==> src/rtl/mem_arbiter.sv <==
// Two-port memory arbiter: a data (load/store) port and an instruction-fetch port
// share one memory bus, with data priority, bounded fetch starvation and a busy timeout.
//
// state  | meaning
// -------+-------------------------------------------------------------
// IDLE   | no access in flight; arbitrate pending requests
// D_BUSY | data access on the memory bus, waiting for i_m_ack
// F_BUSY | fetch access on the memory bus, waiting for i_m_ack
// RESP   | one-cycle ack to the winner; no grant, avoids re-serving a held req
module mem_arbiter #(
    parameter int STARVE_MAX = 4,
    parameter int TIMEOUT    = 255
) (
    input  logic        i_clk,
    input  logic        i_rst,
    input  logic        i_d_req,
    input  logic        i_d_we,
    input  logic [31:0] i_d_addr,
    input  logic [31:0] i_d_wdata,
    input  logic [3:0]  i_d_be,
    output logic        o_d_ack,
    output logic [31:0] o_d_rdata,
    output logic        o_d_stall,
    input  logic        i_f_req,
    input  logic [31:0] i_f_addr,
    output logic        o_f_ack,
    output logic [31:0] o_f_inst,
    output logic        o_f_stall,
    output logic        o_m_req,
    output logic        o_m_we,
    output logic [31:0] o_m_addr,
    output logic [31:0] o_m_wdata,
    output logic [3:0]  o_m_be,
    input  logic        i_m_ack,
    input  logic [31:0] i_m_rdata,
    output logic        o_err
);

    localparam int SW = $clog2(STARVE_MAX + 1);
    localparam int BW = $clog2(TIMEOUT + 1);
    localparam logic [SW-1:0] STARVE_TOP = SW'(STARVE_MAX);
    localparam logic [BW-1:0] BUSY_LAST  = BW'(TIMEOUT - 1);

    typedef enum logic [1:0] {
        IDLE   = 2'd0,
        D_BUSY = 2'd1,
        F_BUSY = 2'd2,
        RESP   = 2'd3
    } state_t;

    state_t        state;
    state_t        next_state;
    logic [SW-1:0] starve_cnt;
    logic [BW-1:0] busy_cnt;
    logic          grant_d;
    logic          grant_f;
    logic          complete;
    logic          timeout;
    logic          busy;

    assign busy      = (state == D_BUSY) || (state == F_BUSY);
    assign o_m_req   = busy;
    assign o_d_stall = i_d_req & ~o_d_ack;
    assign o_f_stall = i_f_req & ~o_f_ack;

    always_ff @(posedge i_clk or posedge i_rst) begin
        if (i_rst) begin
            state <= IDLE;
        end else begin
            state <= next_state;
        end
    end

    always_comb begin
        next_state = state;
        grant_d    = 1'b0;
        grant_f    = 1'b0;
        complete   = 1'b0;
        timeout    = 1'b0;
        case (state)
            IDLE: begin
                // Data wins a tie until the fetch has waited STARVE_MAX data grants.
                if (i_d_req && (!i_f_req || (starve_cnt != STARVE_TOP))) begin
                    grant_d    = 1'b1;
                    next_state = D_BUSY;
                end else if (i_f_req) begin
                    grant_f    = 1'b1;
                    next_state = F_BUSY;
                end
            end
            D_BUSY, F_BUSY: begin
                if (i_m_ack) begin
                    complete   = 1'b1;
                    next_state = RESP;
                end else if (busy_cnt == BUSY_LAST) begin
                    timeout    = 1'b1;
                    next_state = RESP;
                end
            end
            RESP:    next_state = IDLE;
            default: next_state = IDLE;
        endcase
    end

    always_ff @(posedge i_clk or posedge i_rst) begin
        if (i_rst) begin
            o_d_ack    <= 1'b0;
            o_f_ack    <= 1'b0;
            o_err      <= 1'b0;
            o_d_rdata  <= '0;
            o_f_inst   <= '0;
            o_m_we     <= 1'b0;
            o_m_addr   <= '0;
            o_m_wdata  <= '0;
            o_m_be     <= '0;
            starve_cnt <= '0;
            busy_cnt   <= '0;
        end else begin
            o_d_ack <= (state == D_BUSY) && (complete || timeout);
            o_f_ack <= (state == F_BUSY) && (complete || timeout);
            o_err   <= timeout;

            if (grant_d) begin
                o_m_we    <= i_d_we;
                o_m_addr  <= i_d_addr;
                o_m_wdata <= i_d_wdata;
                o_m_be    <= i_d_be;
                busy_cnt  <= '0;
                if (i_f_req && (starve_cnt != STARVE_TOP)) begin
                    starve_cnt <= starve_cnt + 1'b1;
                end
            end else if (grant_f) begin
                o_m_we     <= 1'b0;
                o_m_addr   <= i_f_addr;
                o_m_wdata  <= '0;
                o_m_be     <= 4'hF;
                busy_cnt   <= '0;
                starve_cnt <= '0;
            end else if (busy && !i_m_ack) begin
                busy_cnt <= busy_cnt + 1'b1;
            end

            // An aborted access returns zero so the requester never sees stale data.
            if ((state == D_BUSY) && (complete || timeout)) begin
                o_d_rdata <= complete ? i_m_rdata : 32'h0;
            end
            if ((state == F_BUSY) && (complete || timeout)) begin
                o_f_inst <= complete ? i_m_rdata : 32'h0;
            end
        end
    end

endmodule

==> config.mk <==
export PLATFORM = sky130hd
export DESIGN_NAME = mem_arbiter
export DESIGN_NICKNAME = d
export VERILOG_FILES = /design/src/rtl/mem_arbiter.sv
export SDC_FILE = /design/constraint.sdc
export NUM_CORES = 1
export LEC_CHECK = 0
export CAP_MARGIN = 5
export CORE_MARGIN = 4
export CORE_UTILIZATION = 41
export DETAILED_ROUTE_END_ITERATION = 10
export PLACE_DENSITY = 0.89
export SYNTH_ARGS = -nofsm -noshare
export SYNTH_HDL_FRONTEND = slang
export SYNTH_SLANG_ARGS = --single-unit
==> constraint.sdc <==
create_clock -name i_clk -period 6.5 [get_ports i_clk]
set_input_delay 1.3 -clock i_clk [delete_from_list [all_inputs] [get_ports i_clk]]
set_output_delay 1.3 -clock i_clk [all_outputs]
set_load 0.02 [all_outputs]
======== After elaboration in Yosys (flattened, before gate mapping) ========
Cells that the tools add are included.
storage, ports and cells
  register bits after elaboration ......... 149
  output and inout bits ................... 139
operators by class
  bitwise logic cells ..................... 4
  reductions and logical operators ........ 16
  mux-type cells .......................... 30
  equal/unequal tests ..................... 8
  add/sub/neg operators ................... 2
operators by type and width
  kind                                                                     count
  32-bit 2-to-1 mux                                                        5
  8-bit 2-to-1 mux                                                         3
  1-bit 2-to-1 mux                                                         12
  3-bit 2-to-1 mux                                                         3
  3-bit inequality test, second input constant                             3
  8-bit by 1-bit adder with 8-bit output, second input constant            1
  8-bit == test, second input constant                                     1
  2-bit 2-to-1 mux                                                         4
  4-bit 2-to-1 mux                                                         2
  2-bit case mux with 3 select lines                                       1
  1-bit logical AND                                                        5
  2-bit == test, second input constant                                     2
  2-bit AND reduction                                                      2
  3-bit by 1-bit adder with 3-bit output, second input constant            1
  1-bit logical OR                                                         3
  3-bit nonzero test                                                       1
  1-bit AND                                                                2
  2-bit by 1-bit == test with 1-bit output, second input constant          1
  1-bit logical NOT                                                        2
  2-bit logical NOT                                                        1
  2-bit by 1-bit inequality test with 1-bit output, second input constant  1
  1-bit inverter                                                           2
  2-bit nonzero test                                                       1
  2-bit OR reduction                                                       1

======== Logic depth before layout (Yosys ltp) ========
Gate-level depths: netlist of run 1.
  word-level depth ........................ 7
  gate-level depth with buffers ........... 8
  depth with buffers taken out ............ 6

======== Worst setup path before layout of run 1 ========
No wires, ideal clock.
  path type ............................... input port to output port
  start ................................... input port i_d_req
  end ..................................... output port o_d_stall
  setup slack ............................. 3,407 ps
  data arrival time ....................... 1,793 ps
  cell stages on the path ................. 2
  path buffers ............................ 1
  cells stage by stage .................... buf_2 > nor2b_1
between the ends
  word-level cells in the longest chain between the ends .. 1
RTL lines
  item         line  source
  from (decl)  16    input logic i_d_req,
  1-bit AND    63    assign o_d_stall = i_d_req & ~o_d_ack;
  to (decl)    23    output logic o_d_stall,
No other way between the ends.

======== Worst setup path in the final report of run 1 ========
  start ................................... input port i_f_req
  end ..................................... output port o_f_stall
between the ends
  word-level cells in the longest chain between the ends .. 1
RTL lines
  item         line  source
  from (decl)  24    input logic i_f_req,
  1-bit AND    64    assign o_f_stall = i_f_req & ~o_f_ack;
  to (decl)    28    output logic o_f_stall,
No other way between the ends.

==> results.md, run 1 <==
* Sink Count at 149
* # fillers at 951
* Final Cell Area at 0.00933 mm2
* Leak at 0.00403 uW
* Setup crit end: o_f_stall
* Die height at 128 um
* Reg area at 0.00373 mm2
* ANT cells at 0
* Final hold violation count at 0
* Die Area at 0.0163 mm2
* Crit path kind: in -> out
* Final Setup Violations at 0
* Largest net degree at the start of global routing at 104
* Layout cells sized above 1 at 7.12%
* Outcome: finished, final reports clean
* Worst setup EP type: output pin
* Avg Vias per Cell at 5.46
* Register area share after synthesis at 63.4%
* Hold buffers post-CTS at 0
* Asr flop ratio synth at 100%
* Instance count on the critical path at 3
* Die Wd at 128 um
* Cell Rows at 43
* Number of global-route vias before repair at 5539
* Placed cells at 892
* CP Max Fanout at 7
* Drt drc at 0
* Global-route wire length before repair at 29.1 mm
* Post-layout minimum cycle time at 4.09 ns
* Clock skew at 0.00966 ns
* Setup TNS at 0 ns
* Port Buf Inserts at 276
* R2R Path End: o_f_inst[30]
* Critical path arrival at 2.79 ns
* Data required, critical path at 5.20 ns
* Maxcap violations at 0
* Final WL at 18.2 mm
* Clk Tree Root Cell: clkbuf_16
* Per-cell routed wire length at 19.7 um
* Cell taking the most area after synthesis: dfrtp_1
* RSZ-0062 raised after global routing: false
* Post-DP HPWL at 12.9 mm
* Largest stage delay, worst path at 0.67 ns
* Post_cts resized at 0
* Setup bufs post-CTS at 0
* Synthesized cell area at 0.00588 mm2
* Mapped Nets at 616
* GPL Wtd Cong at 0.823
* Layout Nets at 876
* Register clock-pin slew on the reported worst setup and hold paths at 0.06 ns
* Crit-path cells: clkdlybuf4s50_1, nor2b_1, clkdlybuf4s50_1
* Number of synthesized flops with an enable pin at 0
* Synth top area share at 63.4%
* Slew @ Worst Pin at 1.28 ns
* CTS tree: built
* Max transition margin at 14.4%
* Finished Layout Cells at 924
* Period Utilization, post-route at 62.9%
* Final worst setup slack at 2.41 ns
* Ports at 277
* Worst vdd ir at 0.331 mV
* Initial antenna violation count at 0
* Global router's overall resource usage at 22.5%
* CORE AREA at 0.0140 mm2
* Post-Synthesis Cells at 471
* Maximum clock insertion buffer count at 2
* Synthesis Warnings at 0
* FF-to-FF Start: state[0]
* Iter 0 DRT Violations at 239
* Area grow syn2layout at 58.6%
* Slew Viols, Final at 0
* Dominant synthesized flop cell: dfrtp_1
* Vias at 5049
* H-tree depth at 4
* Hold Slack at 0.469 ns
* Top post-synthesis cells by area: dfrtp_1 (63%), a22o_1 (14%), o22ai_1 (3.4%)
* P per Cell Area at 528 mW/mm2
* Total CTS buffers at 17
* Cell variety after synth at 37
* HP Start: o_m_be[2]
* Multi-input gate area at 0.00189 mm2
* Avg Cell Area, Syn at 12.5 um2
* Slowest CP cell: clkdlybuf4s50_1
* Peak Freq at 244 MHz
* Routed Antenna Nets at 0
* Buffers and inverters on the worst path at 2
* Most frequent CP cell: clkdlybuf4s50_1
* Seq cells post-synth at 149
* Placed Area at 0.00868 mm2
* Hold crit path type: reg -> reg
* Critical path launch point type: input port
* Crit. Startpoint: i_f_req
* Pre-antenna DRT Iters at 4
* R2R cell count at 4
* Gr ovfl total at 0
* Reg2reg setup slack at 4.05 ns
* Place WS at 2.41 ns
* Initial Utilization at 42.0%
* CP top delay family: buffers and inverters
* Clk Latency, worst-skew pair at 0.42 ns
[metal layers]
metal  track usage (%)  routed length, um
met5                 0                  0
met4              8.93                505
met3              9.54               1960
met2              38.3               9010
met1              25.0               6750
[worst min-delay path: cells and delay by family (launching register included)]
family / cells / cell delay (ns)
flip-flops: 1 / 0.34
AND/OR/NAND/NOR: 2 / 0.10
[cell usage in the layout (no fill, tap or decap), types with 3 or more instances in the layout]
master           count
clkdlybuf4s50_1    276
xnor2_1              4
bufinv_16            4
inv_1               10
o21ai_0             17
inv_6                5
nand3_1              3
o21ai_1             24
clkbuf_16           17
o22ai_1             32
buf_4                4
a22o_1              91
nor3_1               3
nand2_1             45
nor2b_1              3
a22o_2               6
dfrtp_1            149
ha_1                 7
nor2_1              11
[synthesized netlist by cell type, types with 2 or more instances]
cell,n
xor2_1,2
o21ai_0,17
and3_1,3
inv_1,11
nor3_1,3
nand3_2,2
a22o_1,91
nand3_4,2
nand3_1,3
dfrtp_1,149
nor2_1,11
ha_1,7
nand4_1,2
a21oi_1,2
o21ai_1,24
o22ai_1,32
clkbuf_1,13
xnor2_1,4
buf_2,16
nor2b_1,3
a22o_2,6
buf_4,3
nand2_1,45
buf_6,7
[kinds of logic after synthesis]
logic type	Yosys count	share of synthesized area [%]
buffers and inverters	50	4.62
xor gates and xnor gates	6	0.894
DFF	149	63.4
adders and majority gates	7	1.49
muxes	2	0.383
AOI/OAI and AO/OA	176	22.4
and+or+nand+nor	81	6.81
[layout make-up]
type | count | area share, %
clock buffer | 19 | 4.86
tap | 180 | 2.41
inverter | 11 | 0.496
sequential | 149 | 40.0
timing repair buffer | 280 | 29.9
clock inverter | 13 | 2.07
multi-input combinational | 272 | 20.2
[registers in the layout (all words and copies together) (netlist names)]
name and cells:
starve_cnt 3, o_f_ack 1, o_f_inst 32, o_m_be 4
busy_cnt 8, o_m_wdata 32, state 2, o_m_addr 32
o_m_we 1, o_err 1, o_d_rdata 32, o_d_ack 1
[worst min path at each step]
stage	to	slack (ns)	depth (start not counted)
after floorplan	starve_cnt[1]	0.47	2
after global placement	o_m_be[2]	0.45	2
after detailed placement	o_m_be[2]	0.46	2
after CTS	o_m_be[2]	0.47	2
after global routing	o_m_be[2]	0.49	2
final	o_m_be[2]	0.47	2
[report_power, final]
group	switching [uW]	leakage (uW)	internal [uW]
logic	1170	0.00183	1100
clock network	392	0.000311	668
registers	258	0.00189	1340
[stage by stage]
step	utilization, %	total power [uW]
after floorplan	-	2800
after global placement	62.1	3780
after detailed placement	62.1	3880
after CTS	66.7	4970
after global routing	66.7	5190
final	66.7	4930
Power figures use the tool's default switching activity.
==> run 2: changes to the inputs <==
--- a/config.mk
+++ b/config.mk
@@ -7,9 +7,9 @@
 export LEC_CHECK = 0
 export CAP_MARGIN = 5
 export CORE_MARGIN = 4
-export CORE_UTILIZATION = 41
+export CORE_UTILIZATION = 37
 export DETAILED_ROUTE_END_ITERATION = 10
-export PLACE_DENSITY = 0.89
+export PLACE_DENSITY = 0.85
 export SYNTH_ARGS = -nofsm -noshare
 export SYNTH_HDL_FRONTEND = slang
 export SYNTH_SLANG_ARGS = --single-unit
==> constraint.sdc (replaced) <==
create_clock -name i_clk -period 3.45 [get_ports i_clk]
set_input_delay 0.69 -clock i_clk [delete_from_list [all_inputs] [get_ports i_clk]]
set_output_delay 0.69 -clock i_clk [all_outputs]
set_load 0.02 [all_outputs]
==> results.md, run 2 (synthesis gave the netlist of run 1 again) <==
* Die Wd at 134 um (+4.9%)
* Final hold violation count at 0 (unchanged)
* Pre-antenna DRT Iters at 4 (unchanged)
* Clock skew at 0.0104 ns (+0.000699 ns)
* Clk Tree Root Cell: clkbuf_16
* Drt drc at 0 (unchanged)
* Clock power frac at 20.6% (-0.9 points)
* Fin util at 60.9% (-5.8 points)
* Setup TNS at 0 ns (unchanged)
* Global router's overall resource usage at 19.9% (-2.6 points)
* CP Max Fanout at 7 (unchanged)
* Gate power share at 46.9% (+0.8 points)
* Reg area at 0.00373 mm2 (unchanged)
* Final WL at 17.9 mm (-1.6%)
* Reg2reg setup slack at 1.45 ns (-2.60 ns)
* Final Setup Violations at 0 (unchanged)
* Maximum clock insertion buffer count at 2 (unchanged)
* Max transition margin at 41.8% (+27 points)
* Crit-path cells: clkdlybuf4s50_1, nor2b_1, clkdlybuf4s50_1
* Post_cts resized at 0 (unchanged)
* P_int at 5770 uW (+85%)
* Number of global-route vias before repair at 5238 (-5.4%)
* P per Cell Area at 979 mW/mm2 (+85%)
* Sink Count at 149 (unchanged)
* GPL Wtd Cong at 0.755 (-8.2%)
* # fillers at 1225 (+29%)
* Gr ovfl total at 0 (unchanged)
* Post-DP HPWL at 12.1 mm (-6.6%)
* Commonest cells after routing, fill and taps aside: clkdlybuf4s50_1 (276), dfrtp_1 (149), a22o_1 (91)
* Slew Viols, Final at 0 (unchanged)
* Port Buf Inserts at 276 (unchanged)
* Critical path arrival at 2.22 ns (-0.57 ns)
* Routed Antenna Nets at 0 (unchanged)
* Area grow syn2layout at 59.1%
* Largest net degree at the start of global routing at 150 (+44%)
* Global-route wire length before repair at 28.2 mm (-3.0%)
* Layout cells sized above 1 at 7.11% (-0.0096 points)
* Slew @ Worst Pin at 0.873 ns (-0.410 ns)
* Sw Share at 37.0% (+0.12 points)
* Worst setup EP type: output pin
* Period Utilization, post-route at 84.3%
* Worst vdd ir at 0.552 mV (+67%)
* Ports at 277 (unchanged)
* Most frequent CP cell: clkdlybuf4s50_1
* Commonest non-fill, non-tap cell in the layout: clkdlybuf4s50_1
* Die Area at 0.0180 mm2 (+10%)
* RSZ-0062 raised after global routing: false
* CORE AREA at 0.0154 mm2 (+9.9%)
* Data required, critical path at 2.76 ns (-2.44 ns)
* Maxcap violations at 0 (unchanged)
* Cell Rows at 45 (+4.7%)
* Clk Latency, worst-skew pair at 0.42 ns (about the same)
* Initial Utilization at 38.2% (-3.8 points)
* ANT cells at 0 (unchanged)
* Multi-input gate area at 0.00189 mm2 (unchanged)
* CP top delay family: buffers and inverters
* Register clock-pin slew on the reported worst setup and hold paths at 0.06 ns (about the same)
* Peak Freq at 344 MHz
* Slowest CP cell: clkdlybuf4s50_1
* Largest stage delay, worst path at 0.72 ns (+0.05 ns)
* CTS tree: built
* Post-layout minimum cycle time at 2.91 ns
* Hold crit path type: reg -> reg
* Per-cell routed wire length at 18.8 um (-4.9%)
* Initial antenna violation count at 0 (unchanged)
* Overall Power at 9160 uW (+86%)
* H-tree depth at 4 (unchanged)
* Leak at 0.00402 uW (-0.32%)
* Buffers and inverters on the worst path at 2 (unchanged)
* Setup bufs post-CTS at 0 (unchanged)
* Crit path kind: in -> out
* Hold buffers post-CTS at 0 (unchanged)
* NetSw at 3390 uW (+86%)
* Avg Vias per Cell at 5.12 (-6.3%)
* Outcome: finished, final reports clean
* Layout Nets at 878 (+0.23%)
* Iter 0 DRT Violations at 188 (-21%)
* Total CTS buffers at 17 (unchanged)
* Reg power frac at 32.6% (+0.2 points)
* Vias at 4893 (-3.1%)
* Die height at 134 um (+4.9%)
* Critical path launch point type: input port
## run 2: cell types whose count changed in the layout (fill, tap and decap cells not counted), sizes merged
cell	change
bufinv	-1
clkinvlp	+2
buf	+2
clkinv	+2
inv	-4
## run 2: area by class of cell
type / count / share of cell area [%]
clock buffer: 19 / 4.73
clock inverter: 12 / 1.65
inverter: 11 / 0.481
multi-input combinational: 272 / 20.2
sequential: 149 / 39.9
tap: 211 / 2.82
timing repair buffer: 282 / 30.3
## run 2: power groups by stage
stage | clock [uW] | combinational, uW | sequential, uW
final | 1880 | 4290 | 2980
after global routing | 2000 | 4580 | 3080
after CTS | 1920 | 4340 | 2980
after detailed placement | 0 | 4320 | 2970
after global placement | 0 | 4240 | 2970
after floorplan | 0 | 1470 | 3810
## run 2: metrics by stage
| step | instances | hold slack, ns | cell area (um2) | setup slack, ns |
|---|---|---|---|---|
| after CTS | 956 | 0.473 | 9360 | 0.537 |
| final | 956 | 0.472 | 9360 | 0.543 |
| after detailed placement | 925 | 0.460 | 8760 | 0.538 |
| after global routing | 956 | 0.505 | 9360 | 0.499 |
| after floorplan | 471 | 0.475 | 5880 | 0.885 |
| after global placement | 925 | 0.450 | 8760 | 0.563 |
## run 2: worst reg2reg max path, cell delays in order (launching register included)
cell	delay, ns
dfrtp_1	0.38
inv_1	0.07
ha_1	0.57
nand3_4	0.45
a22o_2	0.42
## run 2: final timing paths
path	startpoint	endpoint	cells after the start
worst max-delay path	i_f_req	o_f_stall	3
worst max register to register	state[0]	o_d_rdata[27]	4
min in group asynchronous	i_rst	o_m_addr[8]	3
max in group asynchronous	i_rst	busy_cnt[6]	3
worst min-delay path	o_m_be[0]	o_m_be[0]	2
worst min register to register	o_m_be[0]	o_m_be[0]	2
## run 2: metal layers
metal / track usage, % / up-vias / wire (um)
met4: 5.60 / 0 / 275
li1: - / 2248 / -
met2: 31.0 / 233 / 8100
met5: 0 / - / 0
met1: 24.4 / 2396 / 7550
met3: 10.4 / 16 / 2000
